--- src/rtl/eq_seq_pkg.sv ---
// Shared state encoding, operator codes and index helper
// for the equation sequencer.
package eq_seq_pkg;

    typedef enum logic [2:0] {
        S_WAIT_FIRST  = 3'd0,
        S_WAIT_OP     = 3'd1,
        S_WAIT_SECOND = 3'd2,
        S_EVAL        = 3'd3,
        S_RESULT      = 3'd4,
        S_GAME_OVER   = 3'd5
    } state_t;

    localparam logic OP_PLUS  = 1'b0;
    localparam logic OP_MINUS = 1'b1;

    localparam int MAX_NUMBERS = 32;

    // Lowest set bit wins when several objects are hit in one frame.
    function automatic int lowest_index(input logic [MAX_NUMBERS-1:0] vec);
        int idx;
        idx = 0;
        for (int i = MAX_NUMBERS - 1; i >= 0; i--) begin
            if (vec[i]) idx = i;
        end
        return idx;
    endfunction

endpackage

--- src/rtl/frame_timer.sv ---
// Frame counter that saturates at a loadable limit; shared by
// the attempt timeout and the result hold.
module frame_timer #(
    parameter int W = 9
) (
    input  logic         clk,
    input  logic         reset,
    input  logic         tick,
    input  logic         clear,
    input  logic [W-1:0] limit,
    output logic         done
);

    logic [W-1:0] count;

    always_ff @(posedge clk) begin
        if (reset) begin
            count <= '0;
        end else if (clear) begin
            count <= '0;
        end else if (tick && (count < limit)) begin
            count <= count + 1'b1;
        end
    end

    assign done = (count >= limit);

endmodule

--- src/rtl/equation_sequencer.sv ---
// Game-rule sequencer: number, operand, number, then score or
// lose a life against the current target.
module equation_sequencer
    import eq_seq_pkg::*;
#(
    parameter int NUMBERS        = 3,
    parameter int VAL_W          = 4,
    parameter int TIMEOUT_FRAMES = 300,
    parameter int RESULT_FRAMES  = 45,
    parameter int START_LIVES    = 3,
    parameter int SCORE_W        = 8
) (
    input  logic                     clk,
    input  logic                     reset,
    input  logic                     startOfFrame,
    input  logic [NUMBERS-1:0]       SingleHitPulse,
    input  logic [1:0]               operandHit,
    input  logic [NUMBERS*VAL_W-1:0] numberValues,
    input  logic [VAL_W-1:0]         targetValue,
    output logic [2:0]               phase,
    output logic [VAL_W-1:0]         firstValue,
    output logic                     opSelect,
    output logic [VAL_W+1:0]         resultValue,
    output logic                     successPulse,
    output logic                     failPulse,
    output logic [NUMBERS-1:0]       respawnMask,
    output logic [SCORE_W-1:0]       score,
    output logic [2:0]               lives,
    output logic                     gameOver
);

    localparam int IDX_W = (NUMBERS > 1) ? $clog2(NUMBERS) : 1;
    localparam int RES_W = VAL_W + 2;
    localparam int T_MAX = (TIMEOUT_FRAMES > RESULT_FRAMES)
                         ? TIMEOUT_FRAMES : RESULT_FRAMES;
    localparam int TMR_W = $clog2(T_MAX + 1);

    state_t state;
    state_t state_next;

    logic [IDX_W-1:0]       first_idx;
    logic [IDX_W-1:0]       second_idx;
    logic [IDX_W-1:0]       hit_idx;
    logic [VAL_W-1:0]       second_value;
    logic [VAL_W-1:0]       hit_value;
    logic [MAX_NUMBERS-1:0] hit_ext;
    logic                   hit_any;
    logic                   op_any;
    logic                   timer_done;
    logic                   timer_clear;
    logic [TMR_W-1:0]       timer_limit;
    logic                   latch_first;
    logic                   latch_op;
    logic                   latch_second;
    logic                   timeout;
    logic                   win;
    logic                   lose;
    logic [RES_W-1:0]       first_ext;
    logic [RES_W-1:0]       second_ext;
    logic [RES_W-1:0]       eval_value;
    logic [RES_W-1:0]       target_ext;
    logic [NUMBERS-1:0]     consumed;

    assign hit_any   = |SingleHitPulse;
    assign op_any    = |operandHit;
    assign hit_ext   = MAX_NUMBERS'(SingleHitPulse);
    assign hit_idx   = IDX_W'(lowest_index(hit_ext));
    assign hit_value = numberValues[int'(hit_idx) * VAL_W +: VAL_W];

    // Any state change restarts the frame count for the new state.
    assign timer_clear = (state_next != state);
    assign timer_limit = (state == S_RESULT) ? TMR_W'(RESULT_FRAMES)
                                             : TMR_W'(TIMEOUT_FRAMES);

    frame_timer #(
        .W(TMR_W)
    ) u_timer (
        .clk  (clk),
        .reset(reset),
        .tick (startOfFrame),
        .clear(timer_clear),
        .limit(timer_limit),
        .done (timer_done)
    );

    always_ff @(posedge clk) begin
        if (reset) state <= S_WAIT_FIRST;
        else       state <= state_next;
    end

    always_comb begin
        state_next = state;
        unique case (state)
            S_WAIT_FIRST: begin
                if (hit_any) state_next = S_WAIT_OP;
            end
            S_WAIT_OP: begin
                if (op_any)          state_next = S_WAIT_SECOND;
                else if (timer_done) state_next = S_RESULT;
            end
            S_WAIT_SECOND: begin
                if (hit_any)         state_next = S_EVAL;
                else if (timer_done) state_next = S_RESULT;
            end
            S_EVAL: begin
                state_next = S_RESULT;
            end
            S_RESULT: begin
                if (timer_done)
                    state_next = (lives == 3'd0) ? S_GAME_OVER
                                                 : S_WAIT_FIRST;
            end
            S_GAME_OVER: begin
                state_next = S_GAME_OVER;
            end
            default: begin
                state_next = S_WAIT_FIRST;
            end
        endcase
    end

    always_comb begin
        latch_first  = 1'b0;
        latch_op     = 1'b0;
        latch_second = 1'b0;
        timeout      = 1'b0;
        unique case (state)
            S_WAIT_FIRST: begin
                latch_first = hit_any;
            end
            S_WAIT_OP: begin
                latch_op = op_any;
                timeout  = !op_any && timer_done;
            end
            S_WAIT_SECOND: begin
                latch_second = hit_any;
                timeout      = !hit_any && timer_done;
            end
            default: begin
            end
        endcase
    end

    assign first_ext  = RES_W'(firstValue);
    assign second_ext = RES_W'(second_value);
    assign target_ext = RES_W'(targetValue);
    assign eval_value = (opSelect == OP_MINUS) ? first_ext - second_ext
                                               : first_ext + second_ext;

    assign win  = (state == S_EVAL) && !eval_value[RES_W-1]
                && (eval_value == target_ext);
    assign lose = ((state == S_EVAL) && !win) || timeout;

    assign consumed = (NUMBERS'(1) << first_idx)
                    | (NUMBERS'(1) << second_idx);

    always_ff @(posedge clk) begin
        if (reset) begin
            first_idx    <= '0;
            second_idx   <= '0;
            firstValue   <= '0;
            second_value <= '0;
            opSelect     <= OP_PLUS;
            resultValue  <= '0;
            successPulse <= 1'b0;
            failPulse    <= 1'b0;
            respawnMask  <= '0;
            score        <= '0;
            lives        <= 3'(START_LIVES);
        end else begin
            successPulse <= win;
            failPulse    <= lose;
            respawnMask  <= win ? consumed : '0;
            if (latch_first) begin
                first_idx  <= hit_idx;
                firstValue <= hit_value;
            end
            if (latch_op) begin
                opSelect <= operandHit[0] ? OP_PLUS : OP_MINUS;
            end
            if (latch_second) begin
                second_idx   <= hit_idx;
                second_value <= hit_value;
            end
            if (state == S_EVAL) begin
                resultValue <= eval_value;
            end
            if (win && (score != {SCORE_W{1'b1}})) begin
                score <= score + 1'b1;
            end
            if (lose && (lives != 3'd0)) begin
                lives <= lives - 3'd1;
            end
        end
    end

    assign phase    = state;
    assign gameOver = (state == S_GAME_OVER);

endmodule

--- config.mk ---
export PLATFORM = sky130hd
export DESIGN_NAME = equation_sequencer
export DESIGN_NICKNAME = d
export VERILOG_FILES = /design/src/rtl/eq_seq_pkg.sv /design/src/rtl/frame_timer.sv /design/src/rtl/equation_sequencer.sv
export SDC_FILE = /design/constraint.sdc
export NUM_CORES = 1
export LEC_CHECK = 0
export ABC_AREA = 1
export BUFFER_PORTS_ARGS = -buffer_cell sky130_fd_sc_hd__clkbuf_2
export CAP_MARGIN = 20
export CORE_MARGIN = 2
export CORE_UTILIZATION = 46
export DETAILED_ROUTE_END_ITERATION = 7
export GPL_TIMING_DRIVEN = 0
export PLACE_DENSITY = 0.68
export SYNTH_ARGS = -nofsm -noshare
export SYNTH_HDL_FRONTEND = slang
export SYNTH_SLANG_ARGS = --single-unit
--- constraint.sdc ---
create_clock -name clk -period 2.44 [get_ports clk]
set_input_delay 0.488 -clock clk [delete_from_list [all_inputs] [get_ports clk]]
set_output_delay 0.488 -clock clk [all_outputs]
set_load 0.01 [all_outputs]
==> flow_summary.toml <==
[run_status]
status = "completed"

[worst_setup_path]
crit_type = "reg -> reg"
cp_max_fo = 4
cp-end-kind = "flip-flop"
critPathRequiredTime_ns = 2.69
path_cells = "inv_1 -> ha_1 -> inv_2 -> fa_1 -> inv_1 -> nand2_1 -> nand3_1 -> nand2_1 -> nor2_1 -> nand3_1 -> nor2_2 -> nand3_4 -> nand2_4 -> nand2_2 -> nand2_2 -> nand2_2 -> a21oi_2"
cp_slowest_stage_delay_ns = 0.44
critical-path-slowest-cell = "fa_1"
arrival_ns = 2.58
crit_top_cell = "nand2_2"
start_kind = "flip-flop"

[layout]
fillers = 557
regArea_sq_um = 943
drive_gt1_share_pct = 27.3
utilization_pct = 57.1
stdcell_count = 518
diodes = 0
multi_input_area_sq_um = 1660
final_cell_mix = "nand2_1, inv_1, clkbuf_2, dfxtp_1"
area_delta_synth_final_pct = 20.0
final_common_cell = "nand2_1"
nNetsFinal = 482

[synth]
synth_cell_types = 36
syn_area_per_cell_sq_um = 7.47
yosys.area.top_type = "dfxtp_1"
synth_area_leaders = "dfxtp_1, nand2_1, inv_1"
synth_cells = 377
yosys_warnings = 0
syn_area_sq_um = 2820
synth-edff-count = 0
synth_top_area_share_pct = 33.4
synthArstFlopShare_pct = 0
synth_flop_cell = "dfxtp_1"
syn_nets = 417
yosys_register_bits = 47
seq_area_frac_synth_pct = 33.4

[sta]
fmax_ghz = 0.429
period_minus_slack_ns = 2.33
maxSlewViolCount = 0
worst_slack_ns = 0.112
hold_violations = 0
tightestPinTransition_ns = 0.549
setup_viol = 0
relSlewSlack_pct = 63.4
fin_skew_ns = 0.00918
fin_hold_ws_ns = 0.376
period_share_pct = 95.4
rsz0062_at_grt = "yes"

[power_and_ir_drop]
peakVddDrop_v = 0.000447
power_density_nw_per_um2 = 943
leakagePower_uw = 0.00163

[placed_design]
dp_hpwl_um = 4710
pre_cts_ws_ns = -0.0961
io_buffers = 53
gp_congestion = 0.854
place_inst = 505

[detailed_routing]
wl_um = 6170
via_per_inst = 4.98
post_drt_wl_per_cell_um = 11.9
drcViolationCount = 0
antenna_left = 0
num_vias = 2580
drtIter0Drc = 154
dr.pass1.iters = 4

[floorplanning]
die_w_um = 82.2
dieArea_sq_um = 6760
start_util_pct = 47.6
ioPinCount = 55
coreArea_sq_um = 5920
fp.dieH_um = 82.2
num_rows = 28

[clock_tree]
clkTransAtPathRegs_ns = 0.09
worstSkewPairLatency_ns = 0.31
holdBufCountCts = 0
cts.sink_count = 47
cts-root-buf = "clkbuf_8"
tritoncts = "built"
cts_made_buffers = 5
cts_htree_levels = 2
cts_buffer_depth = 2

[global_routing]
grt_pass1_wl_um = 10000
grt_pass1_vias = 2312
track_usage_pct = 19.1
gr-total-overflow = 0
grt_max_degree = 16
antenna_found_initial = 0

[flow_run]
max_cap_viol_count = 0

[hold_path]
hold_path_class = "in -> reg"
==> critical path, delay by kind of cell (launching register included) <==
| family | cells | cell delay [ns] |
|---|---|---|
| simple gates | 11 | 1.01 |
| fa+ha+maj | 2 | 0.63 |
| flops | 1 | 0.35 |
| buf+inv | 3 | 0.18 |
| compound gates | 1 | 0.10 |
==> Yosys cell counts, types with 2 or more instances <==
cell type  instances
a21oi_1           28
a21oi_2            3
clkbuf_1           5
dfxtp_1           47
fa_1               2
ha_1              14
inv_1             55
inv_2              4
nand2_1           60
nand2_2           11
nand2_4            2
nand3_1           28
nand3_2            7
nand3b_1           2
nand4_1            5
nor2_1            25
nor2_2             6
nor3_1             6
nor3_2             4
nor3b_2            7
o211ai_1           5
o21ai_0           23
o21ai_1            2
xnor2_1            4
xor2_1            11
==> routing by layer <==
metal  global-route usage, %  part of all wire, %  up-vias
met5                       0                    0        -
met4                    6.33                  1.7        0
met3                    4.57                  5.5        9
met2                    33.4                   48       63
met1                    23.0                   44     1143
li1                        -                    -     1365
==> stage by stage <==
| stage | power, uW | TNS, ns | instance area (sq um) |
|---|---|---|---|
| after CTS | 3120 | 0 | 3310 |
| after detailed placement | 2490 | -0.803 | 3180 |
| after global routing | 3440 | -0.0440 | 3380 |
| final | 3190 | 0 | 3380 |
| after global placement | 2460 | -0.0717 | 3180 |
| after floorplan | 2110 | 0 | 2820 |
==> worst paths after layout <==
| path | from | end | slack (ns) | cells past startpoint |
|---|---|---|---|---|
| setup / recovery | firstValue[0] | lives[2] | 0.11 | 17 |
| hold reg to reg | resultValue[1] | resultValue[1] | 0.47 | 2 |
| setup reg to reg | firstValue[0] | lives[2] | 0.11 | 17 |
| hold / removal | operandHit[0] | opSelect | 0.38 | 2 |
==> flip-flops by register name, summed over array words and instances (netlist names) <==
register,cells
u_timer.count,9
score,8
resultValue,6
firstValue,4
second_value,4
lives,3
phase,3
respawnMask,3
first_idx,2
second_idx,2
failPulse,1
opSelect,1
successPulse,1
==> cell type report <==
cell class / instances / share of cell area [%]
plain buffers: 6 / 0.889
repair buffers: 58 / 8.96
clock inverters: 2 / 1.15
clock buffers: 6 / 2.44
well taps: 75 / 2.78
multi-input cells: 264 / 49.1
inverters: 60 / 6.81
flip-flops and latches: 47 / 27.9
==> cells by family (layout without fill, tap and decap cells) <==
family / count (synthesis) / count (layout) / share of synthesized area, %
compound gates: 66 / 66 / 13.0
xor+xnor: 15 / 15 / 4.66
fa+ha+maj: 16 / 16 / 7.64
buf+inv: 66 / 132 / 9.15
flops: 47 / 47 / 33.4
simple gates: 167 / 167 / 32.1
==> power by group <==
part | internal (uW) | leakage, uW | switching (uW)
registers | 914 | 0.000383 | 154
clock network | 337 | 0.0000618 | 282
logic | 550 | 0.00118 | 949
==> what timing repair did <==
item,in CTS,in global routing
resized for setup,3,9
setup buffers,0,5
pin swaps,0,3
endpoints found under the setup margin,19,23
cloned,0,0
Note: power is estimated with default switching activity, not from simulation.
